<file path="config.mk">
export PLATFORM = sky130hd
export DESIGN_NAME = fetch_unit
export DESIGN_NICKNAME = d
export VERILOG_FILES = /design/src/rtl/mips_pkg.sv /design/src/rtl/fetch_queue.sv /design/src/rtl/fetch_unit.sv
export SDC_FILE = /design/constraint.sdc
export NUM_CORES = 1
export LEC_CHECK = 0
export CAP_MARGIN = 20
export CORE_AREA = 4 4 197 199
export CTS_CLUSTER_SIZE = 12
export DETAILED_ROUTE_END_ITERATION = 16
export DIE_AREA = 0 0 201 203
export MAX_ROUTING_LAYER = met4
export SYNTH_ARGS = -nofsm -noshare
export SYNTH_HDL_FRONTEND = slang
export SYNTH_SLANG_ARGS = --single-unit
</file>
<file path="constraint.sdc">
create_clock -name clk -period 3.7 [get_ports clk]
set_input_delay 0.555 -clock clk [delete_from_list [all_inputs] [get_ports clk]]
set_output_delay 0.555 -clock clk [all_outputs]
set_load 0.02 [all_outputs]
</file>
<file path="src/rtl/mips_pkg.sv">
// Shared definitions for the MIPS core front end: fetch state encoding,
// default reset vector, instruction width and the fetch queue entry layout.
package mips_pkg;

  localparam int unsigned INSTR_W          = 32;
  localparam logic [31:0] DEFAULT_RESET_PC = 32'h0000_0000;

  typedef enum logic [1:0] {
    BOOT    = 2'd0,
    RUN     = 2'd1,
    DISCARD = 2'd2
  } fetchState_t;

  // One buffered fetch: the PC it came from and the word memory returned.
  typedef struct packed {
    logic [31:0]        pc;
    logic [INSTR_W-1:0] instruction;
  } fetchEntry_t;

endpackage

</file>
<file path="src/rtl/fetch_queue.sv">
// Circular FIFO of {pc, instruction} entries between fetch and decode.
// Pointers wrap naturally; count carries one extra bit so full is exact.
module fetch_queue
  import mips_pkg::*;
#(
  parameter int unsigned DEPTH = 4,
  parameter int unsigned PW    = $clog2(DEPTH)
) (
  input  logic        clk,
  input  logic        rstN,
  input  logic        push,
  input  logic        pop,
  input  logic        flush,
  input  fetchEntry_t wrEntry,
  output fetchEntry_t headEntry,
  output logic [PW:0] count,
  output logic        full,
  output logic        empty
);

  fetchEntry_t   mem [DEPTH];
  logic [PW-1:0] head;
  logic [PW-1:0] tail;
  logic          doPush;
  logic          doPop;

  assign full      = (count == (PW+1)'(DEPTH));
  assign empty     = (count == '0);
  assign doPush    = push && !full && !flush;
  assign doPop     = pop && !empty && !flush;
  assign headEntry = mem[head];

  // Pointer and occupancy bookkeeping; flush empties without touching storage.
  always_ff @(posedge clk) begin
    if (!rstN) begin
      head  <= '0;
      tail  <= '0;
      count <= '0;
    end else if (flush) begin
      head  <= tail;
      count <= '0;
    end else begin
      if (doPush) tail <= tail + PW'(1);
      if (doPop)  head <= head + PW'(1);
      count <= count + {{PW{1'b0}}, doPush} - {{PW{1'b0}}, doPop};
    end
  end

  // Entry storage; no reset needed since reads are gated by empty.
  always_ff @(posedge clk) begin
    if (doPush) mem[tail] <= wrEntry;
  end

endmodule

</file>
<file path="src/rtl/fetch_unit.sv">
// Instruction fetch front end: owns the fetch PC, issues word requests to
// instruction memory, buffers returns and hands them to decode. Redirects
// from execute flush the queue; a redirect that lands on an un-acked request
// parks the target until the stale request drains.
module fetch_unit
  import mips_pkg::*;
#(
  parameter logic [31:0] RESET_PC    = DEFAULT_RESET_PC,
  parameter int unsigned QUEUE_DEPTH = 4
) (
  input  logic               clk,
  input  logic               rstN,
  output logic               imReq,
  output logic [31:0]        imAddress,
  input  logic               imAck,
  input  logic [INSTR_W-1:0] imInstruction,
  input  logic               redirect,
  input  logic [31:0]        redirectTarget,
  output logic               outValid,
  input  logic               outReady,
  output logic [INSTR_W-1:0] outInstruction,
  output logic [31:0]        outPc,
  output logic [31:0]        outPcAdd4
);

  localparam int unsigned PW = $clog2(QUEUE_DEPTH);

  fetchState_t state;
  fetchState_t stateNext;
  logic [31:0] fetchPc;
  logic [31:0] pendingPc;
  logic        pushEn;
  logic        popEn;
  fetchEntry_t wrEntry;
  fetchEntry_t headEntry;
  logic [PW:0] qCount;
  logic        qFull;
  logic        qEmpty;

  // Request side only ever depends on registered state, so it is stable
  // until acked: in RUN the count can only drop while a request waits.
  always_comb begin
    imReq     = 1'b0;
    imAddress = fetchPc;
    case (state)
      RUN:     imReq = !qFull;
      DISCARD: imReq = 1'b1;
      default: imReq = 1'b0;
    endcase
  end

  assign pushEn          = (state == RUN) && imReq && imAck && !redirect;
  assign popEn           = outValid && outReady && !redirect;
  assign wrEntry.pc          = fetchPc;
  assign wrEntry.instruction = imInstruction;

  fetch_queue #(.DEPTH(QUEUE_DEPTH), .PW(PW)) uQueue (
    .clk       (clk),
    .rstN      (rstN),
    .push      (pushEn),
    .pop       (popEn),
    .flush     (redirect),
    .wrEntry   (wrEntry),
    .headEntry (headEntry),
    .count     (qCount),
    .full      (qFull),
    .empty     (qEmpty)
  );

  // State register.
  always_ff @(posedge clk) begin
    if (!rstN) state <= BOOT;
    else       state <= stateNext;
  end

  // Next state: a redirect onto an outstanding request must wait it out.
  always_comb begin
    stateNext = state;
    case (state)
      BOOT:    stateNext = RUN;
      RUN:     if (redirect && imReq && !imAck) stateNext = DISCARD;
      DISCARD: if (imAck) stateNext = RUN;
      default: stateNext = BOOT;
    endcase
  end

  // Fetch PC and parked redirect target; redirect outranks everything.
  always_ff @(posedge clk) begin
    if (!rstN) begin
      fetchPc   <= RESET_PC;
      pendingPc <= RESET_PC;
    end else if (redirect) begin
      if (imReq && !imAck) pendingPc <= redirectTarget;
      else                 fetchPc   <= redirectTarget;
    end else if ((state == DISCARD) && imAck) begin
      fetchPc <= pendingPc;
    end else if (pushEn) begin
      fetchPc <= fetchPc + 32'd4;
    end
  end

  // Decode-facing outputs come straight off the queue head, zeroed when empty.
  always_comb begin
    outValid       = !qEmpty;
    outInstruction = '0;
    outPc          = '0;
    outPcAdd4      = '0;
    if (!qEmpty) begin
      outInstruction = headEntry.instruction;
      outPc          = headEntry.pc;
      outPcAdd4      = headEntry.pc + 32'd4;
    end
  end

endmodule

</file>
==> summary.md, run 1 <==
| Metric | Value |
|---|---|
| Routed via count | `9785` |
| Type of the worst setup path | `reg2out` |
| Antenna Nets Post-Route | `0` |
| GPL Wtd Cong | `0.790` |
| Setup slack after layout | `89.1 ps` |
| Worst slew margin relative to its limit | `0.517` |
| Max IR drop VDD | `0.280 mV` |
| Pint | `6770 uW` |
| Post-synthesis xor/xnor area fraction | `0.0204` |
| Clk network pwr share | `0.364` |
| Leak pwr | `0.00629 uW` |
| Final setup violation count | `0` |
| Initial Util | `0.393` |
| H-tree lvl count | `2` |
| Die Wd | `201 um` |
| Maximum clock path buffer count | `3` |
| FMAX | `0.277 GHz` |
| Total Power | `9240 uW` |
| Multiplexer area fraction after synthesis | `0.104` |
| Vias/cell | `5.41` |
| Clock skew | `27.0 ps` |
| Worst setup SP type | `flip-flop` |
| Post-Synth Simple-Gate Area | `0.132` |
| Number of global-route vias before repair | `9751` |
| Initial DRC Count | `832` |
| Post-synth EDFFs | `256` |
| Clk pin slew, worst setup/hold paths | `60 ps` |
| Mapped Area | `14600 sq um` |
| Worst-margin pin slew | `724 ps` |
| Top cells by area, synth | `edfxtp_1 (53%), dfxtp_1 (10%), mux4_2 (8.3%)` |
| RSZ-0062 raised after global routing | `true` |
| CTS Hold Buffers Added | `0` |
| Max Slew Vio Count | `0` |
| Syn-to-layout area delta | `26.6%` |
| #FFs+latches synth | `331` |
| Unique masters post-synth | `65` |
| Cells after Synth | `1079` |
| Hold Path Origin | `pendingPc[24]` |
| Setup TNS | `0 ps` |
| Share of layout cells above drive strength 1 | `0.157` |
| Final Critical Period | `3610 ps` |
| Critical Path RT | `3140 ps` |
| IO Pins | `199` |
| Switching Share | `0.267` |
| Compound-Gate Fraction of Synth Area | `0.0732` |
| NetSw | `2460 uW` |
| CTS buffer count | `37` |
| Max FO, Critical Path | `7` |
| Status | `finished, final reports clean` |
| Pwr Density | `499 nW/um^2` |
| Port Buffers | `198` |
| Sink Count | `331` |
| Sequential share of power | `0.480` |
| Diodes inserted | `0` |
| Hold Fails Final Rpt | `0` |
| Die Height | `203 um` |
| Die Footprint | `40800 sq um` |
| Syn avg cell area | `13.5 sq um` |
| Sequential-to-total area share from yosys stat | `0.629` |
| Most frequent cells in the layout | `edfxtp_1 (256), clkdlybuf4s50_1 (173), nand2_1 (113)` |
| Nets@finish | `1392` |
| Hold Crit Depth | `2` |
| Post-placement worst setup slack | `219 ps` |
| Initial antenna violation count | `0` |
| Largest family of logic cells by synthesized area | `simple AND/OR/NAND/NOR gates` |
| Rows | `71` |
| Synth Flop Type | `edfxtp_1` |
| # DRC | `0` |
| Post-DP HPWL | `25300 um` |
| CTS tree | `done` |
| Congestion Overflow GR | `0` |
| R2R Path Start | `imAddress[5]` |
| DR WL/cell | `21.0 um` |
| Largest net degree at the start of global routing | `65` |
| Post-Synth Adder-Cell Area | `0.0125` |
| Kind of end point of the critical path | `output pin` |
| Core area | `37200 sq um` |
| Detailed Routing Iterations Pass 1 | `5` |
| Reg2Reg Depth | `6` |
| Clock Tree Root | `clkbuf_16` |
| Latest clock arrival within the worst-skew pair | `520 ps` |
| CP Data Arrival Time | `3060 ps` |
| Area leader, netlist | `edfxtp_1` |
| Synth warn | `0` |
| First-pass GRT wire length | `58700 um` |
| Drt total wl | `38000 um` |
| Crit share post-route | `0.976` |
| Max Cap Viol | `0` |
| Comb pwr share | `0.156` |
| Commonest non-fill, non-tap cell in the layout | `edfxtp_1` |
| Min-delay worst type | `reg2reg` |
| Synth top area share | `0.526` |
| Syn_nets | `1162` |
| Overall routing resource usage | `0.187` |
| FFs w/ async S/R, synth | `0` |
## stage by stage
step | cells | hold WS [ps] | utilization | area (sq um)
2_1_floorplan | 1079 | 432 | - | 14600
3_3_place_gp | 1739 | 439 | 0.466 | 17400
3_5_place_dp | 1739 | 443 | 0.466 | 17400
4_1_cts | 1808 | 451 | 0.497 | 18500
5_1_grt | 1809 | 467 | 0.497 | 18500
6_report | 1809 | 450 | 0.497 | 18500
## Yosys cell counts (12+ instances only)
cell,instances
edfxtp_1,256
nand2_1,113
a21oi_1,83
nor2_1,82
dfxtp_1,75
and2_1,68
mux4_2,54
clkbuf_1,41
o21ai_0,33
xnor2_1,28
nand3_1,23
nor3_1,22
inv_1,20
a211oi_1,19
ha_1,13
buf_2,12
## what timing repair did
item | CTS | global route
endpoints found under the setup margin | 24 | 10
buffers inserted | 4 | 1
hold endpoints to repair | 0 | 0
gates resized for setup | 31 | 16
pin swaps | 1 | 0
## state kept, by name (all words and copies together), names as in the netlist, named ones only
register	count
pendingPc	32
uQueue.count	3
imAddress	32
uQueue.mem	256
state	2
uQueue.head	2
uQueue.tail	2
## logic make-up after synthesis
logic type	after synthesis
compound gates	173
xor+xnor	34
fa+ha+maj	14
buf+inv	90
flops	331
mux	68
simple gates	369
## final timing paths
kind,slack [ps],end
min reg2reg,450,pendingPc[24]
max reg2reg,980,imAddress[31]
max,90,outPcAdd4[7]
min,450,pendingPc[24]
## critical path, stage by stage (launching register included)
cell	delay (ps)
dfxtp_4	430
buf_12	130
mux4_1	600
buf_4	190
or3_1	360
a21oi_1	200
clkdlybuf4s50_1	650
## power groups by stage
| stage | combinational (uW) | sequential [uW] | clock [uW] |
|---|---|---|---|
| global route | 1580 | 4460 | 3630 |
| detailed placement | 1440 | 4510 | 0 |
| CTS | 1450 | 4430 | 3450 |
| floorplan | 791 | 4500 | 0 |
| finish | 1440 | 4430 | 3360 |
| global placement | 1430 | 4500 | 0 |
## layer usage
layer  vias to the layer above  GRT usage  part of all wire
li1                       4524          -                 -
met1                      4862      0.273              0.47
met2                       352      0.280              0.45
met3                        47     0.0310             0.067
met4                         0     0.0381             0.014
met5                         -          -                 0
## layout make-up
type | count | area, sq um
clock buffers | 47 | 985
clock inverters | 18 | 119
fillers | 3241 | 18700
inverters | 23 | 86.3
multi-input cells | 658 | 5050
flip-flops and latches | 331 | 9200
well taps | 474 | 593
repair buffers | 258 | 2480
No activity file was read; power rests on OpenSTA's default activity.
==> run 2, diff against run 1 <==
Settings changed: CORE_AREA 4 4 197 199 to 4 4 247 249, DIE_AREA 0 0 201 203 to 0 0 251 253, DONT_BUFFER_PORTS from default to 1.
==> run 2 against run 1 <==
Non-clock buffer count is 177 lower. Clock-buffer cell count is 1 higher. Power is 3.4% lower.
==> summary.md, run 2 (same netlist as run 1, synthesis figures left out) <==
| Metric | Value |
|---|---|
| Pwr Density | `524 nW/um^2` |
| Kind of end point of the critical path | `output pin` |
| Status | `finished, final reports clean` |
| Die Footprint | `63500 sq um` |
| Max IR drop VDD | `0.324 mV` |
| Nets@finish | `1214` |
| Antenna Nets Post-Route | `0` |
| IO Pins | `199` |
| Maximum clock path buffer count | `3` |
| Clk pin slew, worst setup/hold paths | `60 ps` |
| RSZ-0062 raised after global routing | `false` |
| H-tree lvl count | `2` |
| Max Slew Vio Count | `0` |
| Largest net degree at the start of global routing | `75` |
| Die Wd | `251 um` |
| Most frequent cells in the layout | `edfxtp_1 (256), nand2_1 (113), a21oi_1 (83)` |
| Core area | `58700 sq um` |
| Register area | `9200 sq um` |
| CTS tree | `done` |
| Post-Layout Cell Count | `1929` |
| Die Height | `253 um` |
| Hold Fails Final Rpt | `0` |
| Post-Layout Inst Area | `17000 sq um` |
| Number of global-route vias before repair | `9207` |
| Leak pwr | `0.00553 uW` |
| Final setup violation count | `0` |
| Critical Path RT | `3140 ps` |
| Min-delay worst type | `in2reg` |
| Setup TNS | `0 ps` |
| Sink Count | `331` |
| CTS Hold Buffers Added | `0` |
| Type of the worst setup path | `reg2out` |
| # DRC | `0` |
| Rows | `89` |
| CTS buffer count | `36` |
| Post-DP HPWL | `29100 um` |
| Routed via count | `9213` |
| Commonest non-fill, non-tap cell in the layout | `edfxtp_1` |
| Port Buffers | `0` |
| Syn-to-layout area delta | `16.6%` |
| First-pass GRT wire length | `61300 um` |
| Initial antenna violation count | `1` |
| Max Cap Viol | `0` |
| DR WL/cell | `21.4 um` |
| Worst setup SP type | `flip-flop` |
| Max FO, Critical Path | `10` |
| Crit share post-route | `0.959` |
| Placed cells | `1859` |
| CP Data Arrival Time | `2990 ps` |
| Initial DRC Count | `857` |
| Congestion Overflow GR | `0` |
| Clock skew | `28.0 ps` |
| Vias/cell | `4.78` |
| Dpl cell area | `15900 sq um` |
| Worst-margin pin slew | `1130 ps` |
| Top reg by flops | `uQueue.mem` |
| Drt total wl | `41300 um` |
| Area of the multi-input gates | `5030 sq um` |
| GPL Wtd Cong | `0.782` |
| Final Critical Period | `3550 ps` |
| Initial Util | `0.249` |
| Clock Tree Root | `clkbuf_16` |
| Largest register FFs | `256` |
| Worst slew margin relative to its limit | `0.246` |
| Detailed Routing Iterations Pass 1 | `5` |
| Latest clock arrival within the worst-skew pair | `540 ps` |
| Share of layout cells above drive strength 1 | `0.188` |
| # fillers | `5870` |
| Overall routing resource usage | `0.131` |
| FMAX | `0.282 GHz` |
==> run 2: cell count changes in the layout (fill, tap and decap cells not counted), moves of 3 or more <==
cell and delta:
clkbuf_1 +3, clkinv_2 -6, clkdlybuf4s50_1 -173, buf_4 +18
dlygate4sd2_1 -15, diode_2 +4, clkbuf_2 -4
==> run 2: final timing paths <==
kind | slack (ps) | start | endpoint | depth (start not counted)
worst max-delay path | 150 | flip-flop | outPcAdd4[26] | 8
worst min-delay path | 120 | imInstruction[1] | uQueue.mem[2][1] | 0
worst max register to register | 930 | state[0] | imAddress[7] | 8
worst min register to register | 450 | pendingPc[2] | pendingPc[2] | 2
==> run 2: area by class of cell <==
type,count,area share
timing repair buffer,81,0.0430
clock inverter,11,0.00411
inverter,23,0.00507
sequential,331,0.540
tap,773,0.0568
antenna,4,0.000587
multi-input combinational,658,0.295
clock buffer,48,0.0555
==> run 2: where the power goes <==
group | internal (uW) | switching [uW] | leakage, uW
Clock | 1800 | 1420 | 0.000491
Sequential | 4210 | 208 | 0.00294
Combinational | 449 | 846 | 0.00210
==> run 2: layer usage <==
metal,global-route usage,routed length [um],vias up,part of all wire
met3,0.0557,4940,49,0.12
met1,0.171,17800,4594,0.43
met4,0.0284,726,0,0.018
met2,0.190,17900,399,0.43
met5,-,0,-,0
li1,-,-,4171,-
==> run 2: timing repair <==
action / CTS / global route
resized for setup: 2 / 6
buffers inserted: 1 / 6
cloned: 0 / 0
setup endpoints to repair: 22 / 21
pin swaps: 0 / 1
==> run 2: stage by stage <==
step / total power [uW] / worst slack (ps) / hold WS [ps] / utilization
CTS: 9020 / 0.428 / 95.9 / 0.289
floorplan: 5290 / 299 / 432 / -
global route: 9330 / 8.35 / 96.3 / 0.290
detailed placement: 5800 / 378 / 442 / 0.271
finish: 8920 / 152 / 124 / 0.290
global placement: 5760 / 431 / 438 / 0.271
==> run 2: critical path, cell delays in order, from the launching register on <==
cell and delay [ps]:
dfxtp_4 400, buf_4 200, mux4_1 480, and4_4 330, nand4_4 250, nor4_2 400, xnor2_1 170, nor2_1 60
buf_4 170
